==> config.mk <==
export PLATFORM = sky130hd
export DESIGN_NAME = spc_reg_dump
export DESIGN_NICKNAME = d
export VERILOG_FILES = /design/src/rtl/spc_reg_dump_pkg.sv /design/src/rtl/spc_next_idx.sv /design/src/rtl/spc_reg_dump.sv
export SDC_FILE = /design/constraint.sdc
export NUM_CORES = 1
export LEC_CHECK = 0
export ABC_AREA = 1
export CELL_PAD_IN_SITES_DETAIL_PLACEMENT = 1
export CELL_PAD_IN_SITES_GLOBAL_PLACEMENT = 2
export CORE_ASPECT_RATIO = 1.1
export CORE_MARGIN = 2
export CORE_UTILIZATION = 21
export CTS_BUF_LIST = sky130_fd_sc_hd__clkbuf_8
export DETAILED_ROUTE_END_ITERATION = 8
export PLACE_DENSITY = 0.85
export SYNTH_ARGS = -nofsm -noshare
export SYNTH_HDL_FRONTEND = slang
export SYNTH_HIERARCHICAL = 1
export SYNTH_SLANG_ARGS = --single-unit
==> constraint.sdc <==
create_clock -name clk -period 1.4 [get_ports clk]
set_clock_uncertainty 0.15 [all_clocks]
set_input_delay 0.28 -clock clk [delete_from_list [all_inputs] [get_ports clk]]
set_output_delay 0.28 -clock clk [all_outputs]
set_load 0.005 [all_outputs]
==> src/rtl/spc_reg_dump_pkg.sv <==
// Shared definitions for the special-register dump engine.
package spc_reg_dump_pkg;

    // Default geometry of the special register file
    localparam int NUM_REGS_DEF = 8;
    localparam int ADDR_W_DEF   = 3;
    localparam int DATA_W_DEF   = 32;

    // Special register indices; CPSR is the highest index so it always
    // comes out last in an ascending walk
    localparam int ZR   = 0;
    localparam int R1   = 1;
    localparam int R2   = 2;
    localparam int R3   = 3;
    localparam int SP   = 4;
    localparam int LR   = 5;
    localparam int PC   = 6;
    localparam int CPSR = 7;

    // Dump sequencer states
    typedef enum logic [1:0] {
        IDLE  = 2'd0,
        FETCH = 2'd1,
        SEND  = 2'd2,
        DONE  = 2'd3
    } dump_state_t;

endpackage

==> src/rtl/spc_next_idx.sv <==
// Combinational search for the next set mask bit strictly above idx.
module spc_next_idx
    import spc_reg_dump_pkg::*;
#(
    parameter int NUM_REGS = NUM_REGS_DEF,
    parameter int ADDR_W   = ADDR_W_DEF
) (
    input  logic [NUM_REGS-1:0] mask,
    input  logic [ADDR_W-1:0]   idx,
    output logic [ADDR_W-1:0]   next_idx,
    output logic                none_left
);

    // Scan from the top down so the last hit is the lowest bit above idx
    always_comb begin
        next_idx  = '0;
        none_left = 1'b1;
        for (int i = NUM_REGS - 1; i >= 0; i--) begin
            if (mask[i] && (i > int'(idx))) begin
                next_idx  = ADDR_W'(i);
                none_left = 1'b0;
            end
        end
    end

endmodule

==> src/rtl/spc_reg_dump.sv <==
// Walks the masked special registers in ascending order and streams each
// value out as a valid/ready beat, one FETCH and one SEND cycle per beat.
module spc_reg_dump
    import spc_reg_dump_pkg::*;
#(
    parameter int NUM_REGS = NUM_REGS_DEF,
    parameter int ADDR_W   = ADDR_W_DEF,
    parameter int DATA_W   = DATA_W_DEF
) (
    input  logic                clk,
    input  logic                reset,
    input  logic                dump_req,
    input  logic [NUM_REGS-1:0] dump_mask,
    output logic [ADDR_W-1:0]   read_usr_addr,
    input  logic [DATA_W-1:0]   re_usr,
    output logic                out_valid,
    input  logic                out_ready,
    output logic [DATA_W-1:0]   out_data,
    output logic [ADDR_W-1:0]   out_addr,
    output logic                out_last,
    output logic                busy,
    output logic                done
);

    dump_state_t         state_q;
    dump_state_t         state_d;
    logic [NUM_REGS-1:0] mask_q;
    logic [ADDR_W-1:0]   idx_q;
    logic [ADDR_W-1:0]   first_idx;
    logic [ADDR_W-1:0]   next_idx;
    logic                none_left;

    // Lowest set bit of the incoming mask picks the first register to read
    always_comb begin
        first_idx = '0;
        for (int i = NUM_REGS - 1; i >= 0; i--) begin
            if (dump_mask[i]) begin
                first_idx = ADDR_W'(i);
            end
        end
    end

    spc_next_idx #(
        .NUM_REGS (NUM_REGS),
        .ADDR_W   (ADDR_W)
    ) u_next_idx (
        .mask      (mask_q),
        .idx       (idx_q),
        .next_idx  (next_idx),
        .none_left (none_left)
    );

    // State register; reset wins over any request or handshake
    always_ff @(posedge clk) begin
        if (reset) begin
            state_q <= IDLE;
        end else begin
            state_q <= state_d;
        end
    end

    // Next-state decode and the state-derived outputs
    always_comb begin
        state_d       = state_q;
        out_valid     = 1'b0;
        busy          = 1'b1;
        done          = 1'b0;
        read_usr_addr = '0;
        case (state_q)
            IDLE: begin
                busy = 1'b0;
                if (dump_req) begin
                    state_d = (|dump_mask) ? FETCH : DONE;
                end
            end
            FETCH: begin
                read_usr_addr = idx_q;
                state_d       = SEND;
            end
            SEND: begin
                out_valid = 1'b1;
                if (out_ready) begin
                    state_d = out_last ? DONE : FETCH;
                end
            end
            DONE: begin
                done    = 1'b1;
                state_d = IDLE;
            end
            default: begin
                state_d = IDLE;
            end
        endcase
    end

    // Mask/index bookkeeping and the output beat holding registers;
    // the beat registers only load in FETCH so they stay frozen through SEND
    always_ff @(posedge clk) begin
        if (reset) begin
            mask_q   <= '0;
            idx_q    <= '0;
            out_data <= '0;
            out_addr <= '0;
            out_last <= 1'b0;
        end else begin
            case (state_q)
                IDLE: begin
                    if (dump_req && (|dump_mask)) begin
                        mask_q <= dump_mask;
                        idx_q  <= first_idx;
                    end
                end
                FETCH: begin
                    out_data <= re_usr;
                    out_addr <= idx_q;
                    out_last <= none_left;
                end
                SEND: begin
                    if (out_ready && !out_last) begin
                        idx_q <= next_idx;
                    end
                end
                default: begin
                end
            endcase
        end
    end

endmodule
==> results.cfg, run 1 <==
[sta]
finalHoldViolCount = 0
relSlewSlack_pct = 74.1
tns_ns = -2.92
worstMarginPinSlew_ns = 0.388
fin_crit_ns = 1.64
setup_ws_ns = -0.244
fin_crit_sh_pct = 117
drv_slew = 0
max_freq_ghz = 0.608
rsz0062_at_grt = yes
finalSetupViolCount = 51

[cells_and_area]
fin_util_pct = 38.7
antenna_cells = 0
area_delta_synth_final_pct = 78.4
fillers = 1124
fin_nets = 457
layout-drive-gt1-share_pct = 33.8

[cts]
path_clk_slew_ns = 0.10
htreeDepth = 2
hold_buffers = 0
clockBufferDepth = 2
clk_latency_ns = 0.30
cts_sinks = 48
cts_tree = built
numCtsBuffers = 5
cts_root_buffer = clkbuf_8

[pwr]
ir_drop_mv = 0.413
power_density_mw_per_mm2 = 1150
p_leak_uw = 0.00175
design_power_total_uw = 4190

[synthesis]
syn_area_per_cell_um2 = 7.11
synthesis.nets = 331
synth_cells = 287
ys_warn_count = 6
syn_area_mm2 = 0.00204

[detailed_routing]
ant_nets = 0
num_vias = 2282
wl_per_cell_um = 13.3
vias_per_cell = 4.30
drtIter0Drc = 60
drt-total-wl_um = 7070
drc = 0
dr.pass1.iters = 3

[grt]
antenna_found_initial = 0
grtUsageTotal_pct = 13.1
grt_max_degree = 35
grt_pass1_vias = 2431
grt_pass1_wl_um = 11300
grt_remaining_overflow = 0

[setup_path]
path_max_fanout = 5
crit_arrival_ns = 1.21
required_ns = 0.97
crit_type = reg -> out
end_kind = output port
rrSetupSlack_ns = -0.17
cp-start-kind = register

[die]
die-area_mm2 = 0.0105
die_w_um = 98.0
die_height_um = 107
start_util_pct = 21.7
rows = 37
core_region_area_mm2 = 0.00940
top_level_ports = 86

[status]
violations = setup timing
outcome = complete, but fails checks

[placed_design]
hpwl_um = 4710
gp_congestion = 0.761
portBuffers = 85

[run]
max_cap_viol_count = 0

[min_path]
hold_class = in -> reg
-- flip-flops by register name, summed over array words and instances, names as in the netlist --
name      cells
out_data     32
state_q       2
mask_q        7
out_last      1
idx_q         3
out_addr      3
-- metrics by stage --
step | std cells | worst slack (ns) | cell area [µm²] | hold slack, ns
6_report | 531 | -0.244 | 3640 | 0.155
5_1_grt | 531 | -0.338 | 3640 | 0.171
4_1_cts | 525 | -0.254 | 3450 | 0.322
3_5_place_dp | 505 | -0.430 | 3190 | 0.309
3_3_place_gp | 505 | -0.370 | 3190 | 0.303
2_1_floorplan | 287 | 0.0697 | 2040 | 0.199
-- layout by cell type, fill, tap and decap left out, types with 4 or more instances in the layout --
cell	n
nand2_2	12
nand2_1	26
clkbuf_8	6
inv_2	9
buf_6	12
dfxtp_1	26
nor2_4	9
nor2_1	77
inv_1	13
dlygate4sd2_1	37
o21ai_0	35
o21ai_1	5
clkdlybuf4s50_1	40
nor2_2	4
dfxtp_2	22
buf_4	33
nand2_4	7
a21oi_1	8
buf_2	5
o21ai_2	4
-- repair_timing --
action / in CTS / in global routing
setup endpoints to repair: 88 / 56
gates cloned: 1 / 0
setup buffers: 13 / 8
resized for setup: 116 / 44
pin swaps: 16 / 21
-- critical path, cell delays in order, from the launching register on --
cell	delay [ns]
dfxtp_2	0.34
buf_4	0.13
nor2_4	0.13
inv_4	0.08
nor2_4	0.12
buf_2	0.12
-- per-layer routing --
metal  vias up  GRT usage (%)  share of wire, %
met5         -              0                 0
met4         0           2.98               1.2
met3         8           4.09               6.4
met2        62           23.7                50
met1      1059           15.1                42
li1       1153              -                 -
-- final cells by class --
class	count	area [µm²]	area share (%)
clock buffer	6	82.6	2.27
clock inverter	2	38.8	1.07
inverter	24	95.1	2.61
multi-input combinational	204	1110	30.6
sequential	48	988	27.2
tap	117	146	4.02
timing repair buffer	130	1170	32.3
-- final timing paths --
kind                     start          endpoint  cells after the start
hold reg to reg    out_addr[2]       out_addr[2]                      2
hold / removal    dump_mask[3]         mask_q[3]                      3
setup reg to reg    state_q[0]         mask_q[6]                      8
setup / recovery    state_q[1]  read_usr_addr[2]                      5
-- where the power goes --
group	total [µW]	internal [µW]	switching, µW	leakage, µW
clock network	1080	585	496	0.0000614
logic	1430	710	715	0.00128
registers	1680	1580	106	0.000404
total	4190	2870	1320	0.00175
No activity file was read; power rests on OpenSTA's default activity.
==> run 2, diff against run 1 <==
--- a/config.mk
+++ b/config.mk
@@ -9,11 +9,11 @@
 export CELL_PAD_IN_SITES_DETAIL_PLACEMENT = 1
 export CELL_PAD_IN_SITES_GLOBAL_PLACEMENT = 2
 export CORE_ASPECT_RATIO = 1.1
-export CORE_MARGIN = 2
+export CORE_MARGIN = 1
 export CORE_UTILIZATION = 21
 export CTS_BUF_LIST = sky130_fd_sc_hd__clkbuf_8
 export DETAILED_ROUTE_END_ITERATION = 8
-export PLACE_DENSITY = 0.85
+export PLACE_DENSITY_LB_ADDON = 0.1
 export SYNTH_ARGS = -nofsm -noshare
 export SYNTH_HDL_FRONTEND = slang
 export SYNTH_HIERARCHICAL = 1
==> results.cfg, run 2 (synthesis results as in run 1) <==
[cells_and_area]
fin_cells = 533
final_common_cell = nor2_1
antenna_cells = 0
layout-drive-gt1-share_pct = 36.5
top_regs = out_data: 32 flops, mask_q: 7 flops
largest-register = out_data
largest_register_ffs = 32
area_delta_synth_final_pct = 84.5
fin_nets = 459
layout_common_cells = nor2_1, clkdlybuf4s50_1, dlygate4sd2_1

[die]
die_height_um = 105
top_level_ports = 86
die_w_um = 96.0
start_util_pct = 21.7
core_region_area_mm2 = 0.00940
rows = 37
die-area_mm2 = 0.0101

[grt]
grt_use_met1_pct = 16.8
top_usage_layer = met2
grt_pass1_vias = 2377
groute.layer.met3.usage_pct = 4.47
grtUsageTotal_pct = 13.8
antenna_found_initial = 0
grt_remaining_overflow = 0
grt_pass1_wl_um = 11000
gr-usage-met2_pct = 23.3
grt_max_degree = 34

[setup_path]
crit_arrival_ns = 1.16
cpPeakStageDelay_ns = 0.34
end_kind = output port
required_ns = 0.97
path_max_fanout = 5
crit_chain = buf_6 > nor2_4 > inv_4 > nor2_4 > buf_6
crit_type = reg -> out
cp-start-kind = register
crit_slowest_cell = dfxtp_2

[status]
violations = setup timing
outcome = complete, but fails checks

[cts]
path_clk_slew_ns = 0.10
clk_latency_ns = 0.30
cts_tree = built
htreeDepth = 2
numCtsBuffers = 5
clockBufferDepth = 2
hold_buffers = 0
cts_sinks = 48
cts_root_buffer = clkbuf_8

[detailed_routing]
dr.pass1.iters = 3
drt-total-wl_um = 7060
drc = 0
num_vias = 2268
wl_per_cell_um = 13.2
vias_per_cell = 4.26
drtIter0Drc = 39
ant_nets = 0

[sta]
max_freq_ghz = 0.630
finalHoldViolCount = 0
setup_ws_ns = -0.188
hold_ws_ns = 0.159
fin_crit_sh_pct = 113
worstMarginPinSlew_ns = 0.299
drv_slew = 0
relSlewSlack_pct = 80.0
fin_crit_ns = 1.59
finalSetupViolCount = 17
rsz0062_at_grt = yes

[pwr]
p_leak_uw = 0.00177
seqPwrFrac_pct = 40.8
power_density_mw_per_mm2 = 1100
design_power_total_uw = 4130
ir_drop_mv = 0.404
p_sw_uw = 1350
combPwrFrac_pct = 37.9
power.share.switching_pct = 32.7
p_int_uw = 2780
clkPwrFrac_pct = 21.3

[placed_design]
portBuffers = 85
post-place-cells = 510
gp_congestion = 0.654
hpwl_um = 4750

[run]
max_cap_viol_count = 0

[min_path]
hold_class = in -> reg
-- run 2: worst paths after layout --
check	start	end	slack (ns)	depth (start not counted)
worst max-delay path	state_q[1]	read_usr_addr[1]	-0.19	5
worst min-delay path	dump_mask[2]	mask_q[2]	0.16	3
worst max register to register	state_q[0]	mask_q[2]	-0.14	8
worst min register to register	out_addr[1]	out_addr[1]	0.31	2
-- run 2: what timing repair did --
| action | CTS | global route |
|---|---|---|
| resized for setup | 135 | 47 |
| setup endpoints to repair | 57 | 53 |
| gates cloned | 1 | 2 |
| buffers inserted | 9 | 4 |
| pin swaps | 29 | 25 |
-- run 2: cell type report --
type / count / area [µm²]
inverters: 24 / 95.1
well taps: 117 / 146
clock buffers: 6 / 82.6
flip-flops and latches: 48 / 987
clock inverters: 2 / 11.3
fillers: 1140 / 5630
repair buffers: 132 / 1280
multi-input cells: 204 / 1160
-- run 2: critical path: cells and delay by family (launching register included) --
family	cells	cell delay, ns
AND/OR/NAND/NOR	2	0.23
flip-flops	1	0.34
buffers and inverters	3	0.28
-- run 2: layer usage --
layer | share of wire [%] | vias to the layer above
met5 | 0 | -
met4 | 0.75 | 0
met3 | 6.9 | 5
met2 | 48 | 55
met1 | 44 | 1048
li1 | - | 1160
-- run 2: power by group through the flow --
stage,Sequential [µW],Combinational (µW),Clock (µW)
final,1690,1570,879
after global routing,1710,1730,982
after CTS,1680,1380,926
after detailed placement,1690,1290,0
after global placement,1690,1280,0
after floorplan,1700,536,0
-- run 2: stage by stage --
stage	setup TNS [ns]	cell area, µm²	setup WS [ns]	utilization (%)
after floorplan	0	2040	0.0697	-
after global placement	-6.44	3240	-0.407	34.5
after detailed placement	-7.84	3240	-0.465	34.5
after CTS	-1.82	3530	-0.211	37.5
after global routing	-3.56	3770	-0.265	40.1
final	-1.92	3770	-0.188	40.1
